<file path="config.mk">
export PLATFORM = sky130hd
export DESIGN_NAME = dmem_bridge
export DESIGN_NICKNAME = d
export VERILOG_FILES = /design/src/rtl/mips_mem_pkg.sv /design/src/rtl/dmem_bridge_wstrb_decode.sv /design/src/rtl/dmem_bridge.sv
export SDC_FILE = /design/constraint.sdc
export NUM_CORES = 1
export LEC_CHECK = 0
export ABC_AREA = 1
export BUFFER_PORTS_ARGS = -buffer_cell sky130_fd_sc_hd__clkbuf_2
export CORE_MARGIN = 1.5
export CORE_UTILIZATION = 37
export CTS_CLUSTER_DIAMETER = 150
export DETAILED_ROUTE_END_ITERATION = 8
export PLACE_DENSITY = 0.87
export REMOVE_ABC_BUFFERS = 1
export SYNTH_ARGS = -nofsm -noshare
export SYNTH_HDL_FRONTEND = slang
export SYNTH_HIERARCHICAL = 1
export SYNTH_SLANG_ARGS = --single-unit
</file>
<file path="constraint.sdc">
create_clock -name clk -period 3.1 [get_ports clk]
set_input_delay 0.62 -clock clk [delete_from_list [all_inputs] [get_ports clk]]
set_output_delay 0.62 -clock clk [all_outputs]
set_load 0.01 [all_outputs]
</file>
<file path="src/rtl/mips_mem_pkg.sv">
// Shared definitions for the data-memory bridge: FSM state encoding and
// bus transfer size codes.
package mips_mem_pkg;

  // Bridge FSM states
  typedef enum logic [1:0] {
    IDLE = 2'd0,
    REQ  = 2'd1,
    WAIT = 2'd2,
    DONE = 2'd3
  } state_e;

  // Bus transfer size codes (data_size)
  localparam logic [1:0] SZ_BYTE = 2'd0;
  localparam logic [1:0] SZ_HALF = 2'd1;
  localparam logic [1:0] SZ_WORD = 2'd2;

endpackage : mips_mem_pkg

</file>
<file path="src/rtl/dmem_bridge_wstrb_decode.sv">
// Byte-strobe decoder: classifies the M-stage write strobe pattern into
// legality, direction, transfer size and the low address bits (lane).
module wstrb_decode
  import mips_mem_pkg::*;
(
  input  logic [3:0] wen,
  output logic       legal,
  output logic       is_write,
  output logic [1:0] size,
  output logic [1:0] lane
);

  // One flag per single-byte strobe pattern (0001, 0010, 0100, 1000)
  logic [3:0] byte_hit;

  genvar gi;
  generate
    for (gi = 0; gi < 4; gi++) begin : g_byte_hit
      assign byte_hit[gi] = (wen == (4'b0001 << gi));
    end
  endgenerate

  // Map the strobe pattern to request attributes; unlisted patterns are illegal
  always_comb begin
    legal    = 1'b0;
    is_write = 1'b0;
    size     = SZ_WORD;
    lane     = 2'b00;
    case (wen)
      4'b0000: begin
        legal = 1'b1;
      end
      4'b0011: begin
        legal    = 1'b1;
        is_write = 1'b1;
        size     = SZ_HALF;
        lane     = 2'b00;
      end
      4'b1100: begin
        legal    = 1'b1;
        is_write = 1'b1;
        size     = SZ_HALF;
        lane     = 2'b10;
      end
      4'b1111: begin
        legal    = 1'b1;
        is_write = 1'b1;
        size     = SZ_WORD;
        lane     = 2'b00;
      end
      default: begin
        if (|byte_hit) begin
          legal    = 1'b1;
          is_write = 1'b1;
          size     = SZ_BYTE;
          // Encode the one-hot byte strobe as a 2-bit lane index
          lane     = {byte_hit[3] | byte_hit[2], byte_hit[3] | byte_hit[1]};
        end
      end
    endcase
  end

endmodule : wstrb_decode

</file>
<file path="src/rtl/dmem_bridge.sv">
// Data-memory bridge: converts the single-cycle M-stage access into a
// request/response transaction on the SRAM-like bus, stalling the pipeline
// until the response arrives and holding read data while M stays frozen.
module dmem_bridge
  import mips_mem_pkg::*;
#(
  parameter int AW = 32,
  parameter int DW = 32
) (
  input  logic          clk,
  input  logic          rst,
  input  logic          mem_en,
  input  logic [3:0]    mem_wen,
  input  logic [AW-1:0] mem_addr,
  input  logic [DW-1:0] mem_wdata,
  input  logic          longest_stall,
  output logic [DW-1:0] mem_rdata,
  output logic          mem_stall,
  output logic          data_req,
  output logic          data_wr,
  output logic [1:0]    data_size,
  output logic [AW-1:0] data_addr,
  output logic [DW-1:0] data_wdata,
  input  logic          data_addr_ok,
  input  logic [DW-1:0] data_rdata,
  input  logic          data_data_ok
);

  state_e        state_q, state_d;
  logic [DW-1:0] rdata_q, rdata_d;

  logic       acc_legal;
  logic       acc_write;
  logic [1:0] acc_size;
  logic [1:0] acc_lane;

  wstrb_decode u_wstrb_decode (
    .wen      (mem_wen),
    .legal    (acc_legal),
    .is_write (acc_write),
    .size     (acc_size),
    .lane     (acc_lane)
  );

  // Request fields come straight from the M stage, which mem_stall keeps frozen.
  // Reads are always word-sized; lane selection happens downstream in W.
  always_comb begin
    data_wr    = acc_write;
    data_size  = acc_write ? acc_size : SZ_WORD;
    data_addr  = {mem_addr[AW-1:2], (acc_write ? acc_lane : 2'b00)};
    data_wdata = mem_wdata;
  end

  // Next-state, handshake and stall logic for the single outstanding transaction
  always_comb begin
    state_d   = state_q;
    rdata_d   = rdata_q;
    data_req  = 1'b0;
    mem_stall = 1'b0;
    mem_rdata = rdata_q;
    // Outputs are forced quiet while reset is asserted
    if (!rst) begin
      case (state_q)
        IDLE: begin
          if (mem_en && acc_legal) begin
            data_req  = 1'b1;
            mem_stall = 1'b1;
            state_d   = data_addr_ok ? WAIT : REQ;
          end
        end
        REQ: begin
          data_req  = 1'b1;
          mem_stall = 1'b1;
          if (data_addr_ok) begin
            state_d = WAIT;
          end
        end
        WAIT: begin
          if (data_data_ok) begin
            // Response releases the stall in the same cycle
            mem_rdata = data_rdata;
            rdata_d   = data_rdata;
            state_d   = longest_stall ? DONE : IDLE;
          end else begin
            mem_stall = 1'b1;
          end
        end
        DONE: begin
          // Hold the result without re-issuing while another source freezes M
          if (!longest_stall) begin
            state_d = IDLE;
          end
        end
        default: begin
          state_d = IDLE;
        end
      endcase
    end
  end

  // State and captured read data; reset abandons any in-flight transaction
  always_ff @(posedge clk or posedge rst) begin
    if (rst) begin
      state_q <= IDLE;
      rdata_q <= '0;
    end else begin
      state_q <= state_d;
      rdata_q <= rdata_d;
    end
  end

endmodule : dmem_bridge

</file>
Word level (Yosys, flattened, before mapping)
Index checks and enable logic that the tools add are counted.

word-level totals
  output and inout port bits = 101
  register bits after elaboration = 34
  input bits = 106

operators by class
  mux-type cells = 25
  bitwise gates (word level) = 3
  equality and inequality tests = 14
  reductions and logical operators = 10

operator list
  kind                number
  $mux 32             3
  $mux 2              10
  $eq 4x4->1 const B  3
  $eq 4x2->1 const B  2
  $ne 2x2->1 const B  4
  $pmux 2 s2          2
  $pmux 2 s4          1
  $reduce_or 4->1     2
  $mux 1              6
  $reduce_or 3->1     2
  $reduce_and 5->1    1
  $eq 2x2->1 const B  2
  $eq 4x1->1 const B  1
  $eq 4x3->1 const B  1
  $logic_not 4->1     1
  $pmux 1 s2          2
  $reduce_or 2->1     2
  $pmux 1 s3          1
  $eq 2x1->1 const B  1
  $logic_not 2->1     1
  $or 1x1->1          2
  $logic_and 1x1->1   1
  $not 1->1           1

Longest topological paths before layout
  word-level depth = 8
  gate-level depth with buffers = 11

Hierarchy
Netlist, hierarchy kept.

by module, submodules not included
  module        area an instance (sq um)  seq. area each (sq um)  instances  cells an instance
  dmem_bridge   2097.0                    850.8                   1          239
  wstrb_decode  115.1                     0.0                     1          26

Least setup slack after synthesis
OpenSTA, ideal clock, no wires.

  kind = in2out
  from = in rst
  to = out mem_rdata[0]
  data required time = 2.480 ns
  path buffers = 1
  arrival time = 2.183 ns
  setup slack = 0.297 ns
  stages = 4
  cells stage by stage = inv_1 -> nand4_4 -> buf_6 -> o21ai_2

on the way
  cells in the longest elaborated chain, start to end = 1

ends and longest elaborated chain
  item         line               source
  from (decl)  dmem_bridge.sv:11  input logic rst,
  $mux 32      n/a
  to (decl)    dmem_bridge.sv:17  output logic [DW-1:0] mem_rdata,

No other way between the ends.

Worst setup path in the final report
  from = in rst
  to = out mem_stall

on the way
  cells in the longest elaborated chain, start to end = 1

ends and longest elaborated chain
  item       line               source
  $mux 1     dmem_bridge.sv:62  if (!rst) begin
  to (decl)  dmem_bridge.sv:18  output logic mem_stall,

No other way between the ends.

==> results list <==
* Result of the run: completed
* Seq/Total Area, Yosys: 38.46%
* Aggregate routed wire length: 9094 um
- TritonCTS built the clock tree.
- After clock tree synthesis, the clock-pin slew on the worst setup and hold paths is 0.06 ns.
- Placeable core region: 5642 um2
- The worst register-to-register path has a depth of 5.
- For this design the ratio of total power to cell area is 862.7 nW/um2.
* Worst Min Path Start: rdata_q[31]$_DFF_PP0_
- During I/O placement, the number of pins put on the boundary was 207.
* Slew at the pin closest to its max-slew limit: 0.4635 ns
* RSZ-0062 raised after global routing: no
- In this run the cell area of the synthesized design comes to 2212 um2.
- Final hold analysis gives a worst-case slack of 0.4687 ns.
- Crit Path Class: primary input to output port
- Along the worst hold path, the cell count comes to 2.
- The worst-case IR drop observed on VDD is 0.3902 mV.
- The library cell used most frequently in the layout, excluding fill and tap cells, is clkbuf_2.
- Postcts setup bufs: 0
- Registers are responsible for 36.3% of the overall power.
- Setup violations remaining at the end of the flow were counted as 0.
* Slew HR: 69.10%
* Antenna violations before repair: 1
- Tracing the worst setup path back leads to its startpoint at rst.
* Leakage dissipation: 1.397 nW
* Count of input and output buffers: 80
- Synthesis produced a netlist whose cell count is 265.
- Setup slack at placement: 0.7512 ns
- At the later pin of the worst-skew pair, clock insertion delay measures 0.28 ns.
* Root Driver: clkbuf_8
- Routability-driven placement finished with a final weighted congestion of 1.020.
* Number of storage elements in the synthesis netlist: 34
- For this block, the initial DRC count from the detailed router was 105.
- The worst hold path belongs to the class register to register.
* Clock network fraction of total power: 20.1%
- Summing the areas of all compound-gate instances in the mapped netlist gives 13.35% of the synthesized area.
* Total count of hold-check failures in the final report: 0
* Internal power summed over all cells: 1.230 mW
* Synthesized-area fraction occupied by xor and xnor cells: 0%
* Number of maximum-capacitance violations: 0
* Overall die height: 80.32 um
- The final count of pins violating max slew came to 0.
- After Yosys synthesis, and, or, nand and nor cells account for 15.27% of the synthesized area.
- The number of global-route vias before repair is 1468.
* Number of buffers on the longest clock path: 2
* Fillers: 553
- Final ANT Viol Nets: 0
- After detailed routing, the number of remaining DRC violations is 0.
- The number of clock buffers added by TritonCTS is 5.
* Tot GR Track Use: 28.46%
- Worst Path Required: 2.48 ns
- Registers take 850.8 um2.
* Largest clock skew in the final design: 0.002938 ns
* First-pass GRT wire length: 11700 um
- After synthesis, the netlist uses 14 different library cells.
* Clock Sinks: 34
- Once detailed placement completed, the half-perimeter wirelength came to 8083 um.
- Data on the critical path arrives at its endpoint at 1.69 ns.
* Area of combinational cells with multiple inputs: 633.1 um2
- The total overflow left after global routing is 0.
- For this design, the CTS-stage hold fixing added 0 buffers.
- End-of-flow core utilization: 40.54%
- Sum of internal, switching and leakage power: 1.973 mW
* Largest net degree at the start of global routing: 37
- The top cell types in the final layout, fill and taps aside, are clkbuf_2 (80), nand2_1 (57), inv_1 (47).
* Setup crit end kind: output port
* DR vias: 1679
- The worst setup path is launched from a primary input.
- Before antenna repair, the detailed router went through 4 iterations.
- Cells with a size suffix above 1 make up 45.30% of the layout.
- The initial utilization of the core area, before any placement, comes to 39.21%.
- Compared with the post-synthesis result, the final layout area differs by 3.393%.
- In this run the worst path has a maximum fanout of 36.
- Once the clock tree was built, the resizer swapped 0 gates to a different size.
* Layout net count: 392
- The share of total power dissipated in combinational logic is 43.6%.
- Largest family of logic cells by synthesized area: buffers and inverters
- Number of levels in the clock H-tree: 2
- The die covers 6451 um2.
- Number of warnings issued by yosys: 6
- 0 antenna diodes ended up in the layout.
* Worst r2r src: state_q[0]$_DFFE_PP0P_
- Mux share of post-synthesis cell area: 0%
- Period minus WS final: 2.311 ns
* WL/cell: 25.33 um
- Synth Area per Inst: 8.348 um2
- Post-Synth Adder-Cell Area: 0%
- Measured along the x axis, the die boundary spans 80.32 um.
- Derived from the worst setup path, the maximum achievable clock frequency is 0.4328 GHz.
- Via/cell ratio: 4.677
- The analysis attributes to net switching a power of 0.7430 mW.
- FP Rows: 27
- Final Cycle Share: 74.54%
* Switching part of the total power: 37.66%
* PnR worst setup slack: 0.7892 ns
-- cell usage after synthesis --
library cell  instances  share of area [%]
buf_4                62                 21
nand2_1              57                9.7
inv_1                47                8.0
dfrtp_1              34                 38
o21ai_2              32                 13
nand3_1              10                2.3
buf_6                 7                3.6
nand2_2               4                1.1
nor2_1                4               0.68
inv_2                 2               0.34
nor2_2                2               0.57
o21ai_0               2               0.45
nand4_4               1               0.96
o21ai_1               1               0.23
-- registers in the layout, indices dropped and copies added, names as in the netlist --
signal and count:
rdata_q 32, state_q 2
-- metal layers --
metal,vias up,share of wire [%],track usage [%]
li1,771,-,-
met1,697,24,18.78
met2,186,43,42.18
met3,23,29,38.86
met4,2,4.4,12.93
met5,-,0.14,2.727
-- critical path: stages --
cell	delay, ns
clkbuf_2	0.09
inv_1	0.10
buf_4	0.42
nand3_1	0.17
o21ai_0	0.13
clkbuf_2	0.17
-- worst paths after layout --
path	end	slack, ns
min reg2reg	rdata_q[31]$_DFF_PP0_	0.47
max	mem_stall	0.79
max in group asynchronous	rdata_q[9]$_DFF_PP0_	2.26
min	rdata_q[31]$_DFF_PP0_	0.47
max reg2reg	rdata_q[1]$_DFF_PP0_	1.80
min in group asynchronous	state_q[0]$_DFFE_PP0P_	0.50
-- logic make-up (layout without fill, tap and decap cells) --
| logic type | after synthesis | after routing |
|---|---|---|
| compound gates | 35 | 35 |
| buf+inv | 118 | 140 |
| flops | 34 | 34 |
| simple gates | 78 | 78 |
-- power by group through the flow --
stage	registers [mW]	clock network [mW]	logic, mW
5_1_grt	0.734	0.421	0.962
3_5_place_dp	0.723	0	0.870
6_report	0.716	0.396	0.861
3_3_place_gp	0.716	0	0.845
2_1_floorplan	0.706	0	0.554
4_1_cts	0.715	0.407	0.873
-- layout make-up --
class                      count  share of cell area [%]
tap                           72                   3.939
sequential                    34                   37.20
multi-input combinational    113                   27.68
inverter                      49                   8.042
clock buffer                   7                   3.337
clock inverter                 1                   1.313
timing repair buffer          83                   18.49
-- through the flow --
stage	TNS, ns	area (um2)	cells
floorplan	-11.27	1668	196
global placement	0	2181	351
detailed placement	0	2181	351
CTS	0	2287	359
global route	0	2287	359
finish	0	2287	359
Note: power is estimated with default switching activity, not from simulation.
